## config.mk

```make
export PLATFORM = sky130hd
export DESIGN_NAME = alu_arbiter_flat
export DESIGN_NICKNAME = d
export VERILOG_FILES = /design/src/rtl/alu_pkg.sv /design/src/rtl/alu_arbiter_if.sv /design/src/rtl/ALU_8bit.sv /design/src/rtl/alu_arbiter.sv /design/src/flat_wrapper.sv
export SDC_FILE = /design/constraint.sdc
export NUM_CORES = 1
export LEC_CHECK = 0
export BUFFER_PORTS_ARGS = -buffer_cell sky130_fd_sc_hd__buf_2
export CAP_MARGIN = 25
export CORE_ASPECT_RATIO = 0.8
export CORE_MARGIN = 2
export CORE_UTILIZATION = 52
export DETAILED_ROUTE_END_ITERATION = 8
export PLACE_DENSITY = 0.76
export SLEW_MARGIN = 40
export SYNTH_ARGS = -nofsm -noshare
export SYNTH_HDL_FRONTEND = slang
export SYNTH_SLANG_ARGS = --single-unit
export TNS_END_PERCENT = 20
```

## constraint.sdc

```tcl
create_clock -name clk -period 4.5 [get_ports clk]
set_clock_uncertainty 0.15 [all_clocks]
set_input_delay 0.675 -clock clk [delete_from_list [all_inputs] [get_ports clk]]
set_output_delay 0.675 -clock clk [all_outputs]
set_load 0.1 [all_outputs]
```

## src/rtl/alu_pkg.sv

```systemverilog
// Shared definitions for the ALU arbiter slice.
// Holds the opcode encodings, the arbiter FSM state type and the result width.
package alu_pkg;

  localparam int RES_W = 16;

  localparam logic [2:0] ALU_ADD  = 3'b000;
  localparam logic [2:0] ALU_SUB  = 3'b001;
  localparam logic [2:0] ALU_MUL  = 3'b010;
  localparam logic [2:0] ALU_AND  = 3'b011;
  localparam logic [2:0] ALU_OR   = 3'b100;
  localparam logic [2:0] ALU_NAND = 3'b101;
  localparam logic [2:0] ALU_NOR  = 3'b110;
  localparam logic [2:0] ALU_XOR  = 3'b111;

  typedef enum logic [1:0] {
    ST_IDLE = 2'd0,
    ST_EXEC = 2'd1,
    ST_RESP = 2'd2
  } alu_arb_state_t;

endpackage

```

## src/rtl/alu_arbiter_if.sv

```systemverilog
// Request/response bundle between the two command sources, the consumer
// and the ALU arbiter.
//   req_valid[1:0]  / req_ready[1:0]  : per-requester handshake
//   req_a0/b0/op0, req_a1/b1/op1      : per-requester operands and opcode
//   resp_valid / resp_ready           : response handshake
//   resp_id, resp_result, resp_carry, resp_zflag : response payload
// master: the requesters plus the response consumer. slave: the arbiter.
interface alu_arbiter_if;
  import alu_pkg::*;

  logic [1:0]       req_valid;
  logic [1:0]       req_ready;
  logic [7:0]       req_a0;
  logic [7:0]       req_b0;
  logic [2:0]       req_op0;
  logic [7:0]       req_a1;
  logic [7:0]       req_b1;
  logic [2:0]       req_op1;
  logic             resp_valid;
  logic             resp_ready;
  logic             resp_id;
  logic [RES_W-1:0] resp_result;
  logic             resp_carry;
  logic             resp_zflag;

  modport master (
    output req_valid, req_a0, req_b0, req_op0, req_a1, req_b1, req_op1, resp_ready,
    input  req_ready, resp_valid, resp_id, resp_result, resp_carry, resp_zflag
  );

  modport slave (
    input  req_valid, req_a0, req_b0, req_op0, req_a1, req_b1, req_op1, resp_ready,
    output req_ready, resp_valid, resp_id, resp_result, resp_carry, resp_zflag
  );

endinterface

```

## src/rtl/ALU_8bit.sv

```systemverilog
// Combinational 8-bit ALU with a 16-bit result.
//   a, b   : operands
//   op     : opcode (see alu_pkg)
//   result : 16-bit result (SUB wraps mod 2^16, MUL is the full product)
//   carry  : result[8] for ADD/SUB, 0 otherwise
//   zflag  : result == 0
module ALU_8bit
  import alu_pkg::*;
(
  input  logic [7:0]       a,
  input  logic [7:0]       b,
  input  logic [2:0]       op,
  output logic [RES_W-1:0] result,
  output logic             carry,
  output logic             zflag
);

  logic [RES_W-1:0] a_ext;
  logic [RES_W-1:0] b_ext;

  assign a_ext = {8'h00, a};
  assign b_ext = {8'h00, b};

  // Logic ops work on zero-extended operands, so the inverting ones
  // drive the upper byte to all ones.
  always_comb begin
    result = '0;
    case (op)
      ALU_ADD:  result = a_ext + b_ext;
      ALU_SUB:  result = a_ext - b_ext;
      ALU_MUL:  result = a_ext * b_ext;
      ALU_AND:  result = a_ext & b_ext;
      ALU_OR:   result = a_ext | b_ext;
      ALU_NAND: result = ~(a_ext & b_ext);
      ALU_NOR:  result = ~(a_ext | b_ext);
      ALU_XOR:  result = a_ext ^ b_ext;
      default:  result = '0;
    endcase
  end

  assign carry = ((op == ALU_ADD) || (op == ALU_SUB)) ? result[8] : 1'b0;
  assign zflag = (result == '0);

endmodule

```

## src/rtl/alu_arbiter.sv

```systemverilog
// Shares one ALU_8bit between two requesters. Round-robin picks one request,
// operands are latched and held for an execute window, then the ALU output
// is registered and offered on a valid/ready response channel.
//   clk, rst : clock, asynchronous active-high reset
//   bus      : request/response bundle (slave side)
// Parameters: MUL_CYCLES / OP_CYCLES are the execute windows (>= 1).
module alu_arbiter
  import alu_pkg::*;
#(
  parameter int MUL_CYCLES = 3,
  parameter int OP_CYCLES  = 1
) (
  input  logic        clk,
  input  logic        rst,
  alu_arbiter_if.slave bus
);

  localparam int MAX_WIN = (MUL_CYCLES > OP_CYCLES) ? MUL_CYCLES : OP_CYCLES;
  localparam int CNT_W   = $clog2(MAX_WIN + 1);
  localparam logic [CNT_W-1:0] MUL_LOAD = CNT_W'(MUL_CYCLES - 1);
  localparam logic [CNT_W-1:0] OP_LOAD  = CNT_W'(OP_CYCLES - 1);

  alu_arb_state_t   state;
  logic             prio;
  logic [CNT_W-1:0] cnt;
  logic [7:0]       a_q;
  logic [7:0]       b_q;
  logic [2:0]       op_q;
  logic             id_q;

  logic             gnt;
  logic             any_valid;
  logic [2:0]       op_sel;
  logic [RES_W-1:0] alu_result;
  logic             alu_carry;
  logic             alu_zflag;

  // A lone requester always wins; on contention prio decides.
  always_comb begin
    any_valid = |bus.req_valid;
    case (bus.req_valid)
      2'b10:   gnt = 1'b1;
      2'b11:   gnt = prio;
      default: gnt = 1'b0;
    endcase
    op_sel        = gnt ? bus.req_op1 : bus.req_op0;
    bus.req_ready = 2'b00;
    if (!rst && (state == ST_IDLE) && any_valid) begin
      bus.req_ready[gnt] = 1'b1;
    end
  end

  ALU_8bit u_alu (
    .a      (a_q),
    .b      (b_q),
    .op     (op_q),
    .result (alu_result),
    .carry  (alu_carry),
    .zflag  (alu_zflag)
  );

  always_ff @(posedge clk or posedge rst) begin
    if (rst) begin
      state           <= ST_IDLE;
      prio            <= 1'b0;
      cnt             <= '0;
      a_q             <= '0;
      b_q             <= '0;
      op_q            <= '0;
      id_q            <= 1'b0;
      bus.resp_valid  <= 1'b0;
      bus.resp_id     <= 1'b0;
      bus.resp_result <= '0;
      bus.resp_carry  <= 1'b0;
      bus.resp_zflag  <= 1'b0;
    end else begin
      case (state)
        ST_IDLE: begin
          // req_ready follows the grant, so any valid bit is a transfer here.
          if (any_valid) begin
            a_q   <= gnt ? bus.req_a1 : bus.req_a0;
            b_q   <= gnt ? bus.req_b1 : bus.req_b0;
            op_q  <= op_sel;
            id_q  <= gnt;
            cnt   <= (op_sel == ALU_MUL) ? MUL_LOAD : OP_LOAD;
            state <= ST_EXEC;
          end
        end
        ST_EXEC: begin
          if (cnt != '0) begin
            cnt <= cnt - CNT_W'(1);
          end else begin
            bus.resp_result <= alu_result;
            bus.resp_carry  <= alu_carry;
            bus.resp_zflag  <= alu_zflag;
            bus.resp_id     <= id_q;
            bus.resp_valid  <= 1'b1;
            state           <= ST_RESP;
          end
        end
        ST_RESP: begin
          if (bus.resp_ready) begin
            bus.resp_valid <= 1'b0;
            prio           <= ~id_q;
            state          <= ST_IDLE;
          end
        end
        default: state <= ST_IDLE;
      endcase
    end
  end

endmodule

```

## src/flat_wrapper.sv

```systemverilog
// flat-port wrapper written by rule: the top's interface ports become plain ports
module alu_arbiter_flat import alu_pkg::*;
#(
  parameter int MUL_CYCLES = 3,
  parameter int OP_CYCLES  = 1
)
  (clk, rst, bus_req_valid, bus_req_a0, bus_req_b0, bus_req_op0, bus_req_a1, bus_req_b1, bus_req_op1, bus_resp_ready, bus_req_ready, bus_resp_valid, bus_resp_id, bus_resp_result, bus_resp_carry, bus_resp_zflag);
  alu_arbiter_if bus_i ();
  input  logic clk;
  input  logic rst;
  input wire logic [$bits(bus_i.req_valid)-1:0] bus_req_valid;
  input wire logic [$bits(bus_i.req_a0)-1:0] bus_req_a0;
  input wire logic [$bits(bus_i.req_b0)-1:0] bus_req_b0;
  input wire logic [$bits(bus_i.req_op0)-1:0] bus_req_op0;
  input wire logic [$bits(bus_i.req_a1)-1:0] bus_req_a1;
  input wire logic [$bits(bus_i.req_b1)-1:0] bus_req_b1;
  input wire logic [$bits(bus_i.req_op1)-1:0] bus_req_op1;
  input wire logic [$bits(bus_i.resp_ready)-1:0] bus_resp_ready;
  output wire logic [$bits(bus_i.req_ready)-1:0] bus_req_ready;
  output wire logic [$bits(bus_i.resp_valid)-1:0] bus_resp_valid;
  output wire logic [$bits(bus_i.resp_id)-1:0] bus_resp_id;
  output wire logic [$bits(bus_i.resp_result)-1:0] bus_resp_result;
  output wire logic [$bits(bus_i.resp_carry)-1:0] bus_resp_carry;
  output wire logic [$bits(bus_i.resp_zflag)-1:0] bus_resp_zflag;
  assign bus_i.req_valid = bus_req_valid;
  assign bus_i.req_a0 = bus_req_a0;
  assign bus_i.req_b0 = bus_req_b0;
  assign bus_i.req_op0 = bus_req_op0;
  assign bus_i.req_a1 = bus_req_a1;
  assign bus_i.req_b1 = bus_req_b1;
  assign bus_i.req_op1 = bus_req_op1;
  assign bus_i.resp_ready = bus_resp_ready;
  assign bus_req_ready = bus_i.req_ready;
  assign bus_resp_valid = bus_i.resp_valid;
  assign bus_resp_id = bus_i.resp_id;
  assign bus_resp_result = bus_i.resp_result;
  assign bus_resp_carry = bus_i.resp_carry;
  assign bus_resp_zflag = bus_i.resp_zflag;
  alu_arbiter #(.MUL_CYCLES(MUL_CYCLES), .OP_CYCLES(OP_CYCLES)) u_core (.clk(clk), .rst(rst), .bus(bus_i));
endmodule
```

==> report_table.html, run 1 <==
<table>
<tr><th>Metric</th><th>Value</th></tr>
<tr><th colspan="2">Critical path</th></tr>
<tr><td>CP Max Fanout</td><td>4</td></tr>
<tr><td>Worst EP arrival</td><td>approximately 4.7 ns</td></tr>
<tr><td>Required arrival time at the worst endpoint</td><td>approximately 4.6 ns</td></tr>
<tr><td>Type of element capturing the critical path</td><td>flip-flop</td></tr>
<tr><td>Critical path type</td><td>flip-flop to flip-flop</td></tr>
<tr><td>CP Launch Type</td><td>flip-flop</td></tr>
<tr><th colspan="2">STA</th></tr>
<tr><td>Setup slack after layout</td><td>-0.159 ns</td></tr>
<tr><td>Final period demand of the worst path</td><td>about 4.7 ns</td></tr>
<tr><td>Unrepaired setup endpoints after global routing</td><td>true</td></tr>
<tr><td>Final setup vio count</td><td>3</td></tr>
<tr><td>Upper clock frequency limit</td><td>between 0.2 and 0.25 GHz</td></tr>
<tr><td>Number of hold violations in the final report</td><td>0</td></tr>
<tr><td>Final Cycle Share</td><td>1.04</td></tr>
<tr><td>Remaining max-slew budget at the tightest pin</td><td>0.504</td></tr>
<tr><td>Actual slew at the worst max-slew pin</td><td>about 0.74 ns</td></tr>
<tr><td>Count of final max-slew check failures</td><td>0</td></tr>
<tr><th colspan="2">Global route</th></tr>
<tr><td>Vias in the first global route</td><td>4,986</td></tr>
<tr><td>First-pass GRT wire length</td><td>~25,000 um</td></tr>
<tr><td>Global route total overflow</td><td>0</td></tr>
<tr><td>Maximum number of pins on one net before global-route repair</td><td>46</td></tr>
<tr><td>Antenna violations before repair</td><td>0</td></tr>
<tr><td>Overall routing resource usage</td><td>0.292</td></tr>
<tr><th colspan="2">Synth</th></tr>
<tr><td>Synth Warn #</td><td>0</td></tr>
<tr><td>Count of distinct cell types in the synthesized netlist</td><td>66</td></tr>
<tr><td>Synth area leader</td><td>dfrtp_1</td></tr>
<tr><td>Area fraction of the dominant cell type after synthesis</td><td>0.212</td></tr>
<tr><td>Number of register bits inferred by synthesis</td><td>45</td></tr>
<tr><td>Post-Syn Area per Cell</td><td>about 8.3 sq um</td></tr>
<tr><td>Sequential area share after synthesis</td><td>0.212</td></tr>
<tr><td>Number of nets produced by synthesis</td><td>around 780</td></tr>
<tr><td>Commonest cells post-synth</td><td>nor2_1 (97), inv_1 (79), ha_1 (61)</td></tr>
<tr><td>Most frequently used cell type in the post-synthesis netlist</td><td>nor2_1</td></tr>
<tr><td>Syn Inst Count</td><td>637</td></tr>
<tr><td>Number of synthesized flops with an enable pin</td><td>0</td></tr>
<tr><td>Synth async-reset ratio</td><td>1.00</td></tr>
<tr><td>Post-Syn Area</td><td>~5300 sq um</td></tr>
<tr><td>Prevailing post-synth register cell</td><td>dfrtp_1</td></tr>
<tr><td>Cell types with the largest area share after synthesis</td><td>dfrtp_1 (21%), ha_1 (14%), fa_1 (14%), nor2_1 (6.8%), inv_1 (5.6%)</td></tr>
<tr><th colspan="2">Clock tree</th></tr>
<tr><td>Clock Pin Slew Worst Setup and Hold Paths</td><td>approximately 0.070 ns</td></tr>
<tr><td>TritonCTS clock tree</td><td>yes</td></tr>
<tr><td>Clock latency on the worst-skew pair</td><td>roughly 0.30 ns</td></tr>
<tr><td>Root buffer cell</td><td>clkbuf_16</td></tr>
<tr><td>TritonCTS Buffers</td><td>5</td></tr>
<tr><td>H-tree depth reported by CTS</td><td>2</td></tr>
<tr><td>Clock Sink Count</td><td>between 40 and 50</td></tr>
<tr><td>Hold_buf cts</td><td>0</td></tr>
<tr><td>Bufs on Longest Clock Path</td><td>2</td></tr>
<tr><th colspan="2">Status</th></tr>
<tr><td>Failing checks</td><td>setup timing</td></tr>
<tr><td>Result of the run</td><td>complete, but fails checks</td></tr>
<tr><th colspan="2">Die</th></tr>
<tr><td>X dimension of the die</td><td>between 100 and 150 um</td></tr>
<tr><td>Core outline area</td><td>~10000 sq um</td></tr>
<tr><td>Die Outline Area</td><td>~11,000 sq um</td></tr>
<tr><td>Cell Rows</td><td>32</td></tr>
<tr><td># IOs</td><td>65</td></tr>
<tr><td>Initial Util</td><td>0.542</td></tr>
<tr><td>Height of the chip</td><td>around 94 um</td></tr>
<tr><th colspan="2">Final layout</th></tr>
<tr><td>Synth-to-layout area growth</td><td>27.3%</td></tr>
<tr><td>Share of post-route cells with drive strength above 1</td><td>0.290</td></tr>
<tr><td>Sequential cell area in the final layout</td><td>~1100 sq um</td></tr>
<tr><td>Number of nets in the final layout</td><td>slightly above 900</td></tr>
<tr><td>Final standard cell count with taps included and fillers excluded</td><td>a little over 900</td></tr>
<tr><td>Filler cells</td><td>788</td></tr>
<tr><td>Antenna diode count</td><td>0</td></tr>
<tr><td>Area of the multi-input gates</td><td>between 4000 and 5000 sq um</td></tr>
<tr><th colspan="2">Place</th></tr>
<tr><td>Global placement routability congestion</td><td>approximately 0.95</td></tr>
<tr><td>Count of input and output buffers</td><td>64</td></tr>
<tr><td>Number of instances in the placed design</td><td>just under 900</td></tr>
<tr><td>Detail Placement HPWL</td><td>around 12,000 um</td></tr>
<tr><th colspan="2">Route</th></tr>
<tr><td>DRC violation total after the first TritonRoute iteration</td><td>between 300 and 400</td></tr>
<tr><td>Total DRC errors in the routed layout</td><td>0</td></tr>
<tr><td>Number of search-and-repair iterations in the first detailed-routing pass</td><td>6</td></tr>
<tr><td>Detailed-route via count</td><td>5,135</td></tr>
<tr><td>Post-detailed-route wirelength per cell</td><td>approximately 17 um</td></tr>
<tr><td>Final antenna-violating net count</td><td>0</td></tr>
<tr><td>Total wire length</td><td>15,600 um</td></tr>
<tr><td>Mean number of vias per cell</td><td>5.66</td></tr>
<tr><th colspan="2">Min path</th></tr>
<tr><td>Worst min-delay path category</td><td>flip-flop to flip-flop</td></tr>
<tr><th colspan="2">Job</th></tr>
<tr><td>Maximum Capacitance Violations</td><td>0</td></tr>
</table>
[cells by family after synthesis]
group | share of synthesized area
simple gates | 0.169
compound gates | 0.167
buf+inv | 0.0763
fa+ha+maj | 0.287
flops | 0.212
mux | 0.0591
xor+xnor | 0.0297
[stage by stage]
step / hold slack [ns] / TNS [ns] / util / instance area (sq um) / setup WS, ns
after detailed placement: 0.287 / -1.93 / 0.635 / 6230 / -0.393
after CTS: 0.298 / -0.0894 / 0.681 / 6680 / -0.0894
final: 0.305 / -0.279 / 0.690 / 6770 / -0.159
after global routing: 0.339 / -1.19 / 0.690 / 6770 / -0.310
after global placement: 0.276 / -0.821 / 0.635 / 6230 / -0.241
after floorplan: 0.267 / -0.250 / - / 5320 / -0.250
[layout make-up]
type / instances / share of cell area
Sequential cell: 45 / 0.167
Clock inverter: 3 / 0.00370
Clock buffer: 5 / 0.0185
Timing Repair Buffer: 151 / 0.146
Multi-Input combinational cell: 486 / 0.594
Tap cell: 136 / 0.0252
Inverter: 82 / 0.0455
[repair_timing]
item	4_1_cts	5_1_grt
pin swaps	43	18
endpoints found under the setup margin	12	10
hold endpoints to repair	0	0
gates resized for setup	44	19
buffers inserted	18	2
[worst max-delay path: stages, from the launching register on]
cell and delay, ns:
dfrtp_1 0.42, buf_6 0.14, ha_4 0.17, fa_1 0.54, fa_2 0.46, fa_1 0.49, inv_1 0.05, fa_1 0.49
inv_2 0.05, ha_4 0.16, or3_4 0.42, o2111ai_2 0.21, a31o_2 0.19, a21oi_2 0.06, nor4_2 0.22, nand4b_1 0.14
o31ai_2 0.23
[registers in the layout, summed over array words and instances (netlist names)]
signal / cells
u_core.a_q: 8
u_core.b_q: 8
u_core.bus.resp_carry: 1
u_core.bus.resp_id: 1
u_core.bus.resp_result: 16
u_core.bus.resp_valid: 1
u_core.bus.resp_zflag: 1
u_core.cnt: 2
u_core.id_q: 1
u_core.op_q: 3
u_core.prio: 1
u_core.state: 2
[worst paths after layout]
path | cells after the start | endpoint | startpoint | slack, ns
min in group asynchronous | 3 | u_core.b_q[0] | rst | 0.43
hold / removal | 1 | u_core.prio | u_core.id_q | 0.30
hold reg to reg | 1 | u_core.prio | u_core.id_q | 0.30
max in group asynchronous | 3 | u_core.a_q[2] | rst | 3.36
setup reg to reg | 16 | u_core.bus.resp_zflag | u_core.b_q[4] | -0.16
setup / recovery | 16 | u_core.bus.resp_zflag | u_core.b_q[4] | -0.16
[placed cells by master (no fill, tap or decap), types with 8 or more instances in the layout]
master,netlist,routed
a21oi_1,44,42
buf_2,6,64
buf_4,0,83
dfrtp_1,45,43
fa_1,38,35
ha_1,61,52
ha_4,0,9
inv_1,79,66
inv_2,1,14
mux2i_1,28,28
nand2_1,47,45
nand2b_1,8,8
nand3_1,14,13
nor2_1,97,89
o21ai_0,27,22
xnor2_1,12,12
[routing by layer]
| metal | part of all wire | track usage | vias up |
|---|---|---|---|
| met3 | 0.071 | 0.0404 | 37 |
| met4 | 0.025 | 0.0784 | 0 |
| met2 | 0.47 | 0.486 | 236 |
| met5 | 0 | 0 | - |
| met1 | 0.44 | 0.399 | 2449 |
| li1 | - | - | 2413 |
Power of run 1 is not shown: default switching activity piles up to over one toggle a cycle in this logic, so the estimate is an artifact.
==> run 2, diff against run 1 <==
ABC_AREA = 1   (was default)
RECOVER_POWER = 100   (was default)
==> report_table.html, run 2 <==
<table>
<tr><th>Metric</th><th>Value</th></tr>
<tr><th colspan="2">Status</th></tr>
<tr><td>Result of the run</td><td>complete, no violations (was complete, but fails checks)</td></tr>
<tr><th colspan="2">Die</th></tr>
<tr><td>Die Outline Area</td><td>11,600 sq um (was 11,100 sq um)</td></tr>
<tr><td>Height of the chip</td><td>96.9 um (was 94.4 um)</td></tr>
<tr><td># IOs</td><td>65 (unchanged)</td></tr>
<tr><td>X dimension of the die</td><td>120 um (was 117 um)</td></tr>
<tr><td>Cell Rows</td><td>33 (was 32)</td></tr>
<tr><td>Initial Util</td><td>0.542 (about the same)</td></tr>
<tr><td>Core outline area</td><td>10,400 sq um (was 9810 sq um)</td></tr>
<tr><th colspan="2">Synth</th></tr>
<tr><td>Number of synthesized flops with an enable pin</td><td>0 (unchanged)</td></tr>
<tr><td>Cell types with the largest area share after synthesis</td><td>dfrtp_1 (20%), nand2_1 (15%), ha_1 (14%), fa_1 (14%), inv_1 (11%) (was dfrtp_1 (21%), ha_1 (14%), fa_1 (14%), nor2_1 (6.8%), inv_1 (5.6%))</td></tr>
<tr><td>Synth area leader</td><td>dfrtp_1 (unchanged)</td></tr>
<tr><td>Post-Syn Area</td><td>5610 sq um (was 5320 sq um)</td></tr>
<tr><td>Sequential area share after synthesis</td><td>0.201 (was 0.212)</td></tr>
<tr><td>Count of distinct cell types in the synthesized netlist</td><td>33 (was 66)</td></tr>
<tr><td>Number of nets produced by synthesis</td><td>978 (was 779)</td></tr>
<tr><td>Number of register bits inferred by synthesis</td><td>45 (unchanged)</td></tr>
<tr><td>Syn Inst Count</td><td>836 (was 637)</td></tr>
<tr><td>Area fraction of the dominant cell type after synthesis</td><td>0.201 (was 0.212)</td></tr>
<tr><td>Synth async-reset ratio</td><td>1.00 (unchanged)</td></tr>
<tr><td>Synth Warn #</td><td>0 (unchanged)</td></tr>
<tr><td>Most frequently used cell type in the post-synthesis netlist</td><td>nand2_1 (was nor2_1)</td></tr>
<tr><td>Prevailing post-synth register cell</td><td>dfrtp_1 (unchanged)</td></tr>
<tr><td>Commonest cells post-synth</td><td>nand2_1 (225), inv_1 (170), nor2_1 (71) (was nor2_1 (97), inv_1 (79), ha_1 (61))</td></tr>
<tr><td>Post-Syn Area per Cell</td><td>6.71 sq um (was 8.35 sq um)</td></tr>
<tr><th colspan="2">Final layout</th></tr>
<tr><td>Antenna diode count</td><td>0 (unchanged)</td></tr>
<tr><td>Top library cells by usage in the layout, fill and taps aside</td><td>nand2_1 (209), inv_1 (166), nor2_1 (67), ha_1 (54), nand3_1 (47) (was nor2_1 (89), buf_4 (83), inv_1 (66), buf_2 (64), ha_1 (52))</td></tr>
<tr><td>Biggest register</td><td>u_core.bus.resp_result (unchanged)</td></tr>
<tr><td>Number of nets in the final layout</td><td>1,055 (was 913)</td></tr>
<tr><td>Max reg flops</td><td>16 (unchanged)</td></tr>
<tr><td>Share of post-route cells with drive strength above 1</td><td>0.164 (was 0.290)</td></tr>
<tr><td>Final design utilization</td><td>0.632 (was 0.690)</td></tr>
<tr><td>Leading cell type in the layout, fill and taps excluded</td><td>nand2_1 (was nor2_1)</td></tr>
<tr><td>Synth-to-layout area growth</td><td>16.8% (was 27.3%)</td></tr>
<tr><td>Post-route design area</td><td>6550 sq um (was 6770 sq um)</td></tr>
<tr><td>Largest registers</td><td>u_core.bus.resp_result x16, u_core.a_q x8, u_core.b_q x8 (unchanged)</td></tr>
<tr><th colspan="2">Place</th></tr>
<tr><td>Post-placement setup slack</td><td>-0.0518 ns (was -0.393 ns)</td></tr>
<tr><td>Global placement routability congestion</td><td>0.920 (was 0.951)</td></tr>
<tr><td>DP Area</td><td>6150 sq um (was 6230 sq um)</td></tr>
<tr><td>Count of input and output buffers</td><td>64 (unchanged)</td></tr>
<tr><td>Detail Placement HPWL</td><td>12,000 um (was 12,300 um)</td></tr>
<tr><th colspan="2">Job</th></tr>
<tr><td>Maximum Capacitance Violations</td><td>0 (unchanged)</td></tr>
<tr><th colspan="2">Critical path</th></tr>
<tr><td>Crit path top cell by count</td><td>nand2_1 (was fa_1)</td></tr>
<tr><td>Worst path top cell family by delay</td><td>adder cells (unchanged)</td></tr>
<tr><td>Type of element capturing the critical path</td><td>flip-flop (unchanged)</td></tr>
<tr><td>Worst EP arrival</td><td>4.40 ns (was 4.71 ns)</td></tr>
<tr><td>Cell-by-cell listing of the critical path</td><td>buf_4, ha_1, fa_1, fa_1, fa_1, ha_1, ha_2, nand2_1, nor2_2, nand2_1, nand3_1, nand2_1, nand3_1, nand2_1, nor2_1, nand2_1, nor2_1, nand2_1, nand2_1 (was buf_6, ha_4, fa_1, fa_2, fa_1, inv_1, fa_1, inv_2, ha_4, or3_4, o2111ai_2, a31o_2, a21oi_2, nor4_2, nand4b_1, o31ai_2)</td></tr>
<tr><td>Buffer and inverter count on the worst path</td><td>1 (was 3)</td></tr>
<tr><td>CP Launch Type</td><td>flip-flop (unchanged)</td></tr>
<tr><td>Required arrival time at the worst endpoint</td><td>4.58 ns (was 4.55 ns)</td></tr>
<tr><td>Highest cell delay on the worst timing path</td><td>0.53 ns (was 0.54 ns)</td></tr>
<tr><td>Critical path type</td><td>flip-flop to flip-flop (unchanged)</td></tr>
<tr><td>Slowest stage cell on the critical path</td><td>fa_1 (unchanged)</td></tr>
<tr><td>CP Max Fanout</td><td>6 (was 4)</td></tr>
<tr><th colspan="2">Global route</th></tr>
<tr><td>Maximum number of pins on one net before global-route repair</td><td>39 (was 46)</td></tr>
<tr><td>First-pass GRT wire length</td><td>24,200 um (was 24,900 um)</td></tr>
<tr><td>Overall routing resource usage</td><td>0.259 (was 0.292)</td></tr>
<tr><td>Antenna violations before repair</td><td>0 (unchanged)</td></tr>
<tr><td>Global route total overflow</td><td>0 (unchanged)</td></tr>
<tr><td>Vias in the first global route</td><td>4,890 (was 4,986)</td></tr>
<tr><th colspan="2">STA</th></tr>
<tr><td>Count of final max-slew check failures</td><td>0 (unchanged)</td></tr>
<tr><td>Setup slack after layout</td><td>0.182 ns (was -0.159 ns)</td></tr>
<tr><td>Final setup vio count</td><td>0 (was 3)</td></tr>
<tr><td>Upper clock frequency limit</td><td>0.232 GHz (was 0.215 GHz)</td></tr>
<tr><td>Actual slew at the worst max-slew pin</td><td>1.22 ns (was 0.744 ns)</td></tr>
<tr><td>Final setup TNS</td><td>0 ns (was -0.279 ns)</td></tr>
<tr><td>Number of hold violations in the final report</td><td>0 (unchanged)</td></tr>
<tr><td>Final Cycle Share</td><td>0.960 (was 1.04)</td></tr>
<tr><td>Final period demand of the worst path</td><td>4.32 ns (was 4.66 ns)</td></tr>
<tr><td>Remaining max-slew budget at the tightest pin</td><td>0.189 (was 0.504)</td></tr>
<tr><th colspan="2">Clock tree</th></tr>
<tr><td>Bufs on Longest Clock Path</td><td>2 (unchanged)</td></tr>
<tr><td>TritonCTS Buffers</td><td>5 (unchanged)</td></tr>
<tr><td>Clock Sink Count</td><td>45 (unchanged)</td></tr>
<tr><td>H-tree depth reported by CTS</td><td>2 (unchanged)</td></tr>
<tr><td>Clock latency on the worst-skew pair</td><td>0.29 ns (was 0.30 ns)</td></tr>
<tr><td>Clock Pin Slew Worst Setup and Hold Paths</td><td>0.06 ns (was 0.07 ns)</td></tr>
<tr><td>Root buffer cell</td><td>clkbuf_16 (unchanged)</td></tr>
<tr><td>TritonCTS clock tree</td><td>yes (unchanged)</td></tr>
<tr><th colspan="2">Route</th></tr>
<tr><td>Post-detailed-route wirelength per cell</td><td>14.3 um (was 17.2 um)</td></tr>
<tr><td>Number of search-and-repair iterations in the first detailed-routing pass</td><td>5 (was 6)</td></tr>
<tr><td>Total wire length</td><td>15,000 um (was 15,600 um)</td></tr>
<tr><td>DRC violation total after the first TritonRoute iteration</td><td>458 (was 373)</td></tr>
<tr><td>Detailed-route via count</td><td>5,498 (was 5,135)</td></tr>
<tr><td>Final antenna-violating net count</td><td>0 (unchanged)</td></tr>
<tr><td>Mean number of vias per cell</td><td>5.22 (was 5.66)</td></tr>
<tr><td>Total DRC errors in the routed layout</td><td>0 (unchanged)</td></tr>
<tr><th colspan="2">Min path</th></tr>
<tr><td>Worst min-delay path category</td><td>flip-flop to flip-flop (unchanged)</td></tr>
</table>
==> run 2: cell count changes after synthesis, sizes merged, moves of 8 or more <==
cell    previous run  this run
nand2             47       226
inv               80       178
nand3             14        57
mux2i             28         1
nor2              97        73
a21oi             44        23
o22ai              2        19
nand4              3        14
o21ai             30        41
xnor2             12         1
clkbuf            16        24
nand2b             8         0
==> run 2: final cells by class <==
cell class / instances / area, sq um
fillers: 977 / 3810
multi-input cells: 579 / 3850
repair buffers: 102 / 578
flip-flops and latches: 45 / 1140
inverters: 180 / 676
clock buffers: 7 / 143
well taps: 140 / 175
==> run 2: worst reg2reg max path, stage by stage, from the launching register on <==
cell and delay [ns]:
dfrtp_2 0.47, buf_4 0.18, ha_1 0.24, fa_1 0.48
fa_1 0.53, fa_1 0.50, ha_1 0.33, ha_2 0.40
nand2_1 0.10, nor2_2 0.12, nand2_1 0.09, nand3_1 0.09
nand2_1 0.05, nand3_1 0.08, nand2_1 0.08, nor2_1 0.12
nand2_1 0.07, nor2_1 0.08, nand2_1 0.07, nand2_1 0.05
==> run 2: worst paths after layout <==
path	from	endpoint	slack [ns]	cells after the start
setup / recovery	u_core.a_q[5]	u_core.bus.resp_zflag	0.18	19
min in group asynchronous	rst	u_core.op_q[0]	0.40	2
max in group asynchronous	rst	u_core.bus.resp_result[9]	2.20	3
hold reg to reg	u_core.bus.resp_result[6]	u_core.bus.resp_result[6]	0.34	2
hold / removal	u_core.bus.resp_result[6]	u_core.bus.resp_result[6]	0.34	2
setup reg to reg	u_core.a_q[5]	u_core.bus.resp_zflag	0.18	19
==> run 2: layer usage <==
| metal | GRT usage | vias to the layer above | wire [um] |
|---|---|---|---|
| met5 | 0 | - | 0 |
| met4 | 0.0407 | 0 | 165 |
| met3 | 0.0407 | 17 | 1390 |
| met2 | 0.383 | 259 | 6290 |
| met1 | 0.401 | 2500 | 7170 |
| li1 | - | 2722 | - |
==> run 2: cells by family after synthesis <==
group,after synthesis,synth area share
compound gates,91,0.0887
xor+xnor,2,0.00312
buf+inv,212,0.144
fa+ha+maj,99,0.272
simple gates,386,0.290
flops,45,0.201
mux,1,0.00178
==> run 2: what timing repair did <==
action | in CTS | in global routing
pin swaps | 0 | 31
setup buffers | 0 | 15
resized for setup | 7 | 52
setup endpoints to repair | 1 | 9
hold buffers | 0 | 0
==> run 2: through the flow <==
stage,hold WS [ns],std cells
floorplan,0.326,836
global placement,0.312,1031
detailed placement,0.310,1031
CTS,0.321,1038
global route,0.346,1053
finish,0.335,1053
Power of run 2 is left out for the same reason.
==> run 3, diff against run 2 <==
CAP_MARGIN = default   (was 25)
PLACE_DENSITY = 0.73   (was 0.76)
clock period = 4.16 ns   (was 4.5 ns; I/O delays follow)
==> report_table.html, run 3 (same netlist as run 2, synthesis figures left out) <==
<table>
<tr><th>Metric</th><th>Value</th></tr>
<tr><th colspan="2">Status</th></tr>
<tr><td>Result of the run</td><td>complete, but fails checks (was complete, no violations)</td></tr>
<tr><td>Failing checks</td><td>capacitance limit, slew limit, setup timing</td></tr>
<tr><th colspan="2">Place</th></tr>
<tr><td>Detail Placement HPWL</td><td>12,800 um (was 12,000 um)</td></tr>
<tr><td>Global placement routability congestion</td><td>0.989 (was 0.920)</td></tr>
<tr><td>Count of input and output buffers</td><td>64 (unchanged)</td></tr>
<tr><td>Number of instances in the placed design</td><td>1,057 (was 1,031)</td></tr>
<tr><th colspan="2">Global route</th></tr>
<tr><td>Maximum number of pins on one net before global-route repair</td><td>46 (was 39)</td></tr>
<tr><td>Vias in the first global route</td><td>5,384 (was 4,890)</td></tr>
<tr><td>First-pass GRT wire length</td><td>26,100 um (was 24,200 um)</td></tr>
<tr><td>Global route total overflow</td><td>0 (unchanged)</td></tr>
<tr><td>Antenna violations before repair</td><td>0 (unchanged)</td></tr>
<tr><td>Overall routing resource usage</td><td>0.280 (was 0.259)</td></tr>
<tr><th colspan="2">Critical path</th></tr>
<tr><td>Critical path type</td><td>flip-flop to flip-flop (unchanged)</td></tr>
<tr><td>Worst EP arrival</td><td>4.39 ns (was 4.40 ns)</td></tr>
<tr><td>Cell-by-cell listing of the critical path</td><td>buf_6, nand2_1, inv_1, fa_1, fa_1, fa_1, inv_1, fa_1, inv_2, ha_4, nand2_4, nor2_2, nand3_2, nand2_2, nand2_1, nand3_1, nand2_1, inv_2, nand2_1, nor2_1, nand2_1, nor2_1, nand2_1, nand2_1 (was buf_4, ha_1, fa_1, fa_1, fa_1, ha_1, ha_2, nand2_1, nor2_2, nand2_1, nand3_1, nand2_1, nand3_1, nand2_1, nor2_1, nand2_1, nor2_1, nand2_1, nand2_1)</td></tr>
<tr><td>Highest cell delay on the worst timing path</td><td>0.52 ns (was 0.53 ns)</td></tr>
<tr><td>CP Max Fanout</td><td>7 (was 6)</td></tr>
<tr><td>Crit path top cell by count</td><td>nand2_1 (unchanged)</td></tr>
<tr><td>Type of element capturing the critical path</td><td>flip-flop (unchanged)</td></tr>
<tr><td>Slowest stage cell on the critical path</td><td>fa_1 (unchanged)</td></tr>
<tr><td>CP Launch Type</td><td>flip-flop (unchanged)</td></tr>
<tr><td>Required arrival time at the worst endpoint</td><td>4.24 ns (was 4.58 ns)</td></tr>
<tr><th colspan="2">Route</th></tr>
<tr><td>Mean number of vias per cell</td><td>5.21 (was 5.22)</td></tr>
<tr><td>Final antenna-violating net count</td><td>0 (unchanged)</td></tr>
<tr><td>Number of search-and-repair iterations in the first detailed-routing pass</td><td>5 (unchanged)</td></tr>
<tr><td>Total wire length</td><td>15,800 um (was 15,000 um)</td></tr>
<tr><td>Post-detailed-route wirelength per cell</td><td>14.7 um (was 14.3 um)</td></tr>
<tr><td>DRC violation total after the first TritonRoute iteration</td><td>461 (was 458)</td></tr>
<tr><td>Total DRC errors in the routed layout</td><td>0 (unchanged)</td></tr>
<tr><td>Detailed-route via count</td><td>5,608 (was 5,498)</td></tr>
<tr><th colspan="2">Final layout</th></tr>
<tr><td>Biggest register</td><td>u_core.bus.resp_result (unchanged)</td></tr>
<tr><td>Antenna diode count</td><td>0 (unchanged)</td></tr>
<tr><td>Largest registers</td><td>u_core.bus.resp_result x16, u_core.a_q x8, u_core.b_q x8 (unchanged)</td></tr>
<tr><td>Area of the multi-input gates</td><td>3890 sq um (was 3850 sq um)</td></tr>
<tr><td>Final standard cell count with taps included and fillers excluded</td><td>1,076 (was 1,053)</td></tr>
<tr><td>Leading cell type in the layout, fill and taps excluded</td><td>nand2_1 (unchanged)</td></tr>
<tr><td>Filler cells</td><td>918 (was 977)</td></tr>
<tr><td>Max reg flops</td><td>16 (unchanged)</td></tr>
<tr><td>Number of nets in the final layout</td><td>1,077 (was 1,055)</td></tr>
<tr><td>Top library cells by usage in the layout, fill and taps aside</td><td>nand2_1 (214), inv_1 (165), nor2_1 (66), ha_1 (51), buf_4 (50) (was nand2_1 (209), inv_1 (166), nor2_1 (67), ha_1 (54), nand3_1 (47))</td></tr>
<tr><td>Sequential cell area in the final layout</td><td>1130 sq um (was 1140 sq um)</td></tr>
<tr><td>Share of post-route cells with drive strength above 1</td><td>0.187 (was 0.164)</td></tr>
<tr><td>Synth-to-layout area growth</td><td>21.3% (was 16.8%)</td></tr>
<tr><th colspan="2">Clock tree</th></tr>
<tr><td>Root buffer cell</td><td>clkbuf_16 (unchanged)</td></tr>
<tr><td>H-tree depth reported by CTS</td><td>2 (unchanged)</td></tr>
<tr><td>TritonCTS Buffers</td><td>5 (unchanged)</td></tr>
<tr><td>Clock Pin Slew Worst Setup and Hold Paths</td><td>0.07 ns (was 0.06 ns)</td></tr>
<tr><td>Bufs on Longest Clock Path</td><td>2 (unchanged)</td></tr>
<tr><td>Clock latency on the worst-skew pair</td><td>0.30 ns (was 0.29 ns)</td></tr>
<tr><td>TritonCTS clock tree</td><td>yes (unchanged)</td></tr>
<tr><td>Clock Sink Count</td><td>45 (unchanged)</td></tr>
<tr><th colspan="2">STA</th></tr>
<tr><td>Actual slew at the worst max-slew pin</td><td>2.35 ns (was 1.22 ns)</td></tr>
<tr><td>Remaining max-slew budget at the tightest pin</td><td>-0.567 (was 0.189)</td></tr>
<tr><td>Unrepaired setup endpoints after global routing</td><td>true</td></tr>
<tr><td>Upper clock frequency limit</td><td>0.232 GHz (about the same)</td></tr>
<tr><td>Final setup TNS</td><td>-0.427 ns (was 0 ns)</td></tr>
<tr><td>Final period demand of the worst path</td><td>4.30 ns (was 4.32 ns)</td></tr>
<tr><td>Count of final max-slew check failures</td><td>46 (was 0)</td></tr>
<tr><td>Final Cycle Share</td><td>1.03 (was 0.960)</td></tr>
<tr><td>Final setup vio count</td><td>6 (was 0)</td></tr>
<tr><td>Setup slack after layout</td><td>-0.141 ns (was 0.182 ns)</td></tr>
<tr><td>Number of hold violations in the final report</td><td>0 (unchanged)</td></tr>
<tr><th colspan="2">Die</th></tr>
<tr><td>Initial Util</td><td>0.542 (unchanged)</td></tr>
<tr><td>Core outline area</td><td>10,400 sq um (unchanged)</td></tr>
<tr><td>Height of the chip</td><td>96.9 um (unchanged)</td></tr>
<tr><td>X dimension of the die</td><td>120 um (unchanged)</td></tr>
<tr><td>Die Outline Area</td><td>11,600 sq um (unchanged)</td></tr>
<tr><td># IOs</td><td>65 (unchanged)</td></tr>
<tr><td>Cell Rows</td><td>33 (unchanged)</td></tr>
<tr><th colspan="2">Min path</th></tr>
<tr><td>Worst min-delay path category</td><td>flip-flop to flip-flop (unchanged)</td></tr>
<tr><th colspan="2">Job</th></tr>
<tr><td>Maximum Capacitance Violations</td><td>1 (was 0)</td></tr>
</table>
[run 3: cell count changes in the layout (fill, tap and decap cells not counted), sizes merged]
| cell | change |
|---|---|
| buf | +21 |
| bufinv | +1 |
| clkbuf | -1 |
| clkinv | +2 |
| clkinvlp | +1 |
| inv | -1 |
[run 3: path summary, 6_finish.rpt]
path | from | end | slack (ns) | cells after the start
setup / recovery | u_core.b_q[4] | u_core.bus.resp_zflag | -0.14 | 24
hold / removal | u_core.bus.resp_result[5] | u_core.bus.resp_result[5] | 0.33 | 2
setup reg to reg | u_core.b_q[4] | u_core.bus.resp_zflag | -0.14 | 24
hold reg to reg | u_core.bus.resp_result[5] | u_core.bus.resp_result[5] | 0.33 | 2
max in group asynchronous | rst | u_core.a_q[4] | 1.29 | 3
min in group asynchronous | rst | u_core.state[0] | 1.05 | 3
[run 3: area by class of cell]
class,count,share of cell area
repair buffers,124,0.112
well taps,140,0.0257
clock buffers,5,0.0184
flip-flops and latches,45,0.167
multi-input cells,579,0.571
inverters,180,0.0992
clock inverters,3,0.00680
[run 3: routing by layer]
layer,vias to the layer above,GRT usage,share of wire
met1,2554,0.410,0.47
met3,33,0.0489,0.073
li1,2769,-,-
met2,252,0.433,0.44
met4,0,0.0570,0.018
met5,-,0,0
[run 3: critical path, delay by kind of cell, from the launching register on]
family                     cells  cell delay (ns)
adders and majority gates      5             2.33
DFF                            1             0.41
buffers and inverters          5             0.37
and+or+nand+nor               14             0.99
[run 3: what timing repair did]
action / 4_1_cts / 5_1_grt
endpoints found under the setup margin: 12 / 13
setup buffers: 11 / 0
pin swaps: 30 / 16
resized for setup: 31 / 21
hold buffers: 0 / 0
[run 3: metrics by stage]
stage	hold slack [ns]	utilization	cell area, sq um	worst slack [ns]
finish	0.331	0.657	6810	-0.141
floorplan	0.326	-	5710	0.00256
detailed placement	0.311	0.618	6400	-0.253
CTS	0.330	0.653	6770	-0.113
global placement	0.307	0.618	6400	-0.183
global route	0.359	0.657	6810	-0.338
Power of run 3 is left out for the same reason.
